==> config.mk <==
export PLATFORM = sky130hd
export DESIGN_NAME = imem_loader
export DESIGN_NICKNAME = d
export VERILOG_FILES = /design/src/rtl/imem_loader.sv
export SDC_FILE = /design/constraint.sdc
export NUM_CORES = 1
export LEC_CHECK = 0
export CELL_PAD_IN_SITES_DETAIL_PLACEMENT = 1
export CELL_PAD_IN_SITES_GLOBAL_PLACEMENT = 2
export CORE_ASPECT_RATIO = 1.75
export CORE_MARGIN = 2
export CORE_UTILIZATION = 41
export DETAILED_ROUTE_END_ITERATION = 12
export DONT_BUFFER_PORTS = 1
export GPL_TIMING_DRIVEN = 0
export PLACE_DENSITY_LB_ADDON = 0.05
export SLEW_MARGIN = 0
export SYNTH_ARGS = -nofsm -noshare
export SYNTH_HDL_FRONTEND = slang
export SYNTH_SLANG_ARGS = --single-unit
==> constraint.sdc <==
create_clock -name clk -period 3.45 [get_ports clk]
set_clock_uncertainty 0.15 [all_clocks]
set_input_delay 0.69 -clock clk [delete_from_list [all_inputs] [get_ports clk]]
set_output_delay 0.69 -clock clk [all_outputs]
set_load 0.03 [all_outputs]
==> src/rtl/imem_loader.sv <==
// imem_loader: streams 32-bit instruction words from a valid/ready source into
// a byte-wide instruction memory, big-endian, starting at a word-aligned base.
// Each accepted word takes four write cycles plus one accept cycle.
//
//  state    | meaning
//  ---------+------------------------------------------------------------
//  S_IDLE   | waiting for start; word_count/overflow hold last session
//  S_ACCEPT | word_ready high, waiting for word_valid
//  S_WRITE  | emitting the captured word one byte per cycle (idx 0..3)
//  S_DONE   | one-cycle done pulse, then back to S_IDLE
module imem_loader #(
    parameter int MEM_BYTES = 32,
    localparam int AW = $clog2(MEM_BYTES)
) (
    input  logic          clk,
    input  logic          reset,
    input  logic          start,
    input  logic [AW-1:0] start_addr,
    input  logic          word_valid,
    input  logic [31:0]   word_data,
    input  logic          word_last,
    output logic          word_ready,
    output logic          mem_we,
    output logic [AW-1:0] mem_addr,
    output logic [7:0]    mem_wdata,
    output logic          busy,
    output logic          done,
    output logic [3:0]    word_count,
    output logic          overflow
);

    typedef enum logic [1:0] {
        S_IDLE   = 2'd0,
        S_ACCEPT = 2'd1,
        S_WRITE  = 2'd2,
        S_DONE   = 2'd3
    } state_t;

    state_t        state_q;
    logic [AW-1:0] ptr_q;
    logic [1:0]    idx_q;
    logic [31:0]   word_q;
    logic          last_q;
    logic [3:0]    count_q;
    logic          ovf_q;

    logic [AW-1:0] ptr_d;
    logic          ptr_wrap;
    logic [3:0]    count_d;
    logic [7:0]    byte_sel;

    // Next word pointer (modulo memory size), wrap flag and saturating count.
    always_comb begin
        {ptr_wrap, ptr_d} = {1'b0, ptr_q} + (AW+1)'(4);
        count_d = (count_q == 4'hF) ? count_q : count_q + 4'd1;
        case (idx_q)
            2'd0:    byte_sel = word_q[31:24];
            2'd1:    byte_sel = word_q[23:16];
            2'd2:    byte_sel = word_q[15:8];
            default: byte_sel = word_q[7:0];
        endcase
    end

    // Main sequencer: session setup, word capture, byte stepping, wrap tracking.
    always_ff @(posedge clk or posedge reset) begin
        if (reset) begin
            state_q <= S_IDLE;
            ptr_q   <= '0;
            idx_q   <= '0;
            word_q  <= '0;
            last_q  <= 1'b0;
            count_q <= '0;
            ovf_q   <= 1'b0;
        end else begin
            case (state_q)
                S_IDLE: begin
                    if (start) begin
                        state_q <= S_ACCEPT;
                        ptr_q   <= start_addr & ~AW'(3);
                        count_q <= '0;
                        ovf_q   <= 1'b0;
                    end
                end
                S_ACCEPT: begin
                    if (word_valid) begin
                        word_q  <= word_data;
                        last_q  <= word_last;
                        idx_q   <= '0;
                        state_q <= S_WRITE;
                    end
                end
                S_WRITE: begin
                    if (idx_q == 2'd3) begin
                        ptr_q   <= ptr_d;
                        count_q <= count_d;
                        // Only a wrap that still has words to come is an overflow.
                        if (ptr_wrap && !last_q) begin
                            ovf_q <= 1'b1;
                        end
                        state_q <= last_q ? S_DONE : S_ACCEPT;
                    end else begin
                        idx_q <= idx_q + 2'd1;
                    end
                end
                default: begin
                    state_q <= S_IDLE;
                end
            endcase
        end
    end

    // Outputs decoded straight from flops so reset clears them without a clock.
    always_comb begin
        word_ready = (state_q == S_ACCEPT);
        busy       = (state_q != S_IDLE);
        done       = (state_q == S_DONE);
        mem_we     = (state_q == S_WRITE);
        mem_addr   = mem_we ? (ptr_q | AW'(idx_q)) : '0;
        mem_wdata  = mem_we ? byte_sel : 8'h00;
        word_count = count_q;
        overflow   = ovf_q;
    end

endmodule

==> run metrics <==
Slowest cell on crit path nor2_1; GR Util met1 a little over a fifth; # IOs 64; Leakage around 1.1 nW; register-to-register setup slack 1640 ps; die width around 60 µm; FF+latch count, synth 45; hold_sp word_valid; antenna viol nets, final 0; CP startpoint idx_q[0]; Initial Util between 40% and 50%; GPL Wtd Cong between 0.7 and 0.8; WL final 5.47 mm; highest cell delay on the worst timing path between 400 and 500 ps; critical path peak fanout 8; CTS tree built; fin crit share approximately 90%; total CTS buffers 5; Fin. Hold Viols 0; Setup Total Neg Slack 0 ps; Startpoint Class flip-flop; DP Wirelength 4.13 mm; worst hold margin 313 ps; vias per cell approximately 5.6; synth top area cells dfrtp_1, mux2_4, mux2_1, a222oi_1, ha_1; total of max-cap violations 0; Critical Path, Cell by Cell inv_1, ha_1, clkbuf_1, a222oi_1, o21a_1, nor2_1; die area about 6200 µm²; max_slew headroom 59.1%; initial antenna violation count 0; Rows 35; wire per inst between 20 and 25 µm; post-cts sizing count 0; top cells by count, synth dfrtp_1, mux2_4, nor2_1; Top FF cell, synth dfrtp_1; crit path kind reg -> out; Area Overhead vs Synth 10.7%; Worst Max-Slew Pin Slew a little over 600 ps; post-synthesis sequential area ratio between 40% and 50%; Peak VDD IR approximately 0.39 mV; Detailed Route Iter0 Violations 72; core box area about 5300 µm²; distinct cell type count after synthesis 36; Final min period between 3000 and 4000 ps; GRT Overall Usage roughly a fifth; largest net degree at the start of global routing 42; post-synth top area cell dfrtp_1; Clk Latency, worst-skew pair just over 300 ps; Worst Path Required 2610 ps; number of synthesis warnings 0; met2 usage 34.8%; DRT Pass-1 Iters 4; Via Count 1508; syn nets 233; Final Setup Violations 0; total grt overflow 0; clk root buf clkbuf_8; PortBufs 0; synthesized area per cell between 10 and 15 µm²; vias in the first global route around 1700; ys async rst share 100%; Post-route DRC 0; Hold Crit Class in -> reg; fill cell count 584; Final #Nets around 240; number of synthesized flops with an enable pin 0; FF-to-FF Start word_count[0]; clock buffer depth 2; cell area after synthesis 2270 µm²; H-tree levels 2; count leader, synth dfrtp_1; status finished clean; grt peak-use layer met2; Max Freq around 320 MHz; first-pass GRT wire length about 8.6 mm; Yosys top cell area share 49.6%; ANT cells 0; CP Capture Type output port; Clk pin slew, worst setup/hold paths ~90 ps; Slew Limit Fails 0; RSZ-0062 raised after global routing false; Die H 102 µm; CP Data Arrival Time 2320 ps; Syn Inst Count between 150 and 200; share of cells above drive strength 1 a little under a quarter; met3 GRT Util under 10%; Cell Pwr Density between 900 and 1000 nW/µm²; clk sinks 45
cells in the final DEF, fill, tap and decap left out, types with 4 or more instances in the layout:
cell type / Yosys / final
clkbuf_1: 6 / 6
nand2_1: 11 / 11
and2_1: 4 / 4
dfrtp_1: 45 / 45
o21ai_0: 7 / 7
mux2_2: 6 / 6
nor2_1: 14 / 14
clkbuf_8: 0 / 6
a222oi_1: 8 / 8
ha_1: 6 / 6
mux2_4: 20 / 20
mux2_1: 8 / 8
inv_1: 8 / 7
o21a_1: 8 / 8
cells by family after synthesis:
group	after synthesis	synth area share, %
AO/OA/AOI/OAI	37	11.9
buffers and inverters	20	4.52
flip-flops	45	49.6
AND/OR/NAND/NOR	40	9.20
adder cells (fa/ha/maj)	6	3.30
multiplexers	37	21.5
final cells by class:
| type | instances | area [µm²] | share of cell area [%] |
|---|---|---|---|
| Tap cell | 74 | 92.6 | 3.68 |
| Multi-Input combinational cell | 120 | 1040 | 41.5 |
| Clock buffer | 6 | 82.6 | 3.28 |
| Inverter | 9 | 33.8 | 1.34 |
| Timing Repair Buffer | 2 | 30.0 | 1.19 |
| Sequential cell | 45 | 1130 | 44.8 |
| Buffer | 11 | 68.8 | 2.74 |
| Clock inverter | 2 | 37.5 | 1.49 |
routing by layer:
metal,vias up,part of all wire (%)
li1,678,-
met1,777,36
met2,45,57
met3,8,5.3
met4,0,1.9
met5,-,0
sequential cells by signal, indices dropped and copies added (netlist names):
signal	count
word_q	32
word_count	4
ptr_q	3
idx_q	2
state_q	2
last_q	1
overflow	1
where the power goes:
part	internal [mW]	total, mW	switching (mW)
registers	0.769	0.924	0.156
logic	0.496	1.06	0.566
clock network	0.236	0.423	0.187
total	1.50	2.41	0.909
through the flow:
step / util [%] / area, µm² / worst slack, ps / power, mW / cells
2_1_floorplan: - / 2270 / 1050 / 1.77 / 185
3_3_place_gp: 44.6 / 2360 / 694 / 1.96 / 259
3_5_place_dp: 45.0 / 2380 / 654 / 2.01 / 260
4_1_cts: 47.5 / 2510 / 307 / 2.44 / 269
5_1_grt: 47.5 / 2510 / 179 / 2.58 / 269
6_report: 47.5 / 2510 / 294 / 2.41 / 269
repair_timing:
action,in CTS,in global routing
hold endpoints to repair,4,0
endpoints found under the setup margin,0,0
setup buffers,0,0
hold buffers,1,0
path summary, 6_finish.rpt:
kind / to / depth (start not counted)
worst max-delay path: mem_wdata[5] / 6
worst min-delay path: state_q[0] / 1
worst max register to register: word_count[0] / 4
worst min register to register: word_q[20] / 1
max in group asynchronous: word_q[22] / 3
min in group asynchronous: word_count[0] / 2
worst max-delay path: cells and delay by family, from the launching register on:
family / cells / cell delay [ps]
buffers and inverters: 2 / 510
and+or+nand+nor: 1 / 470
AOI/OAI and AO/OA: 2 / 440
DFF: 1 / 420
adders and majority gates: 1 / 170
Note: power is estimated with default switching activity, not from simulation.
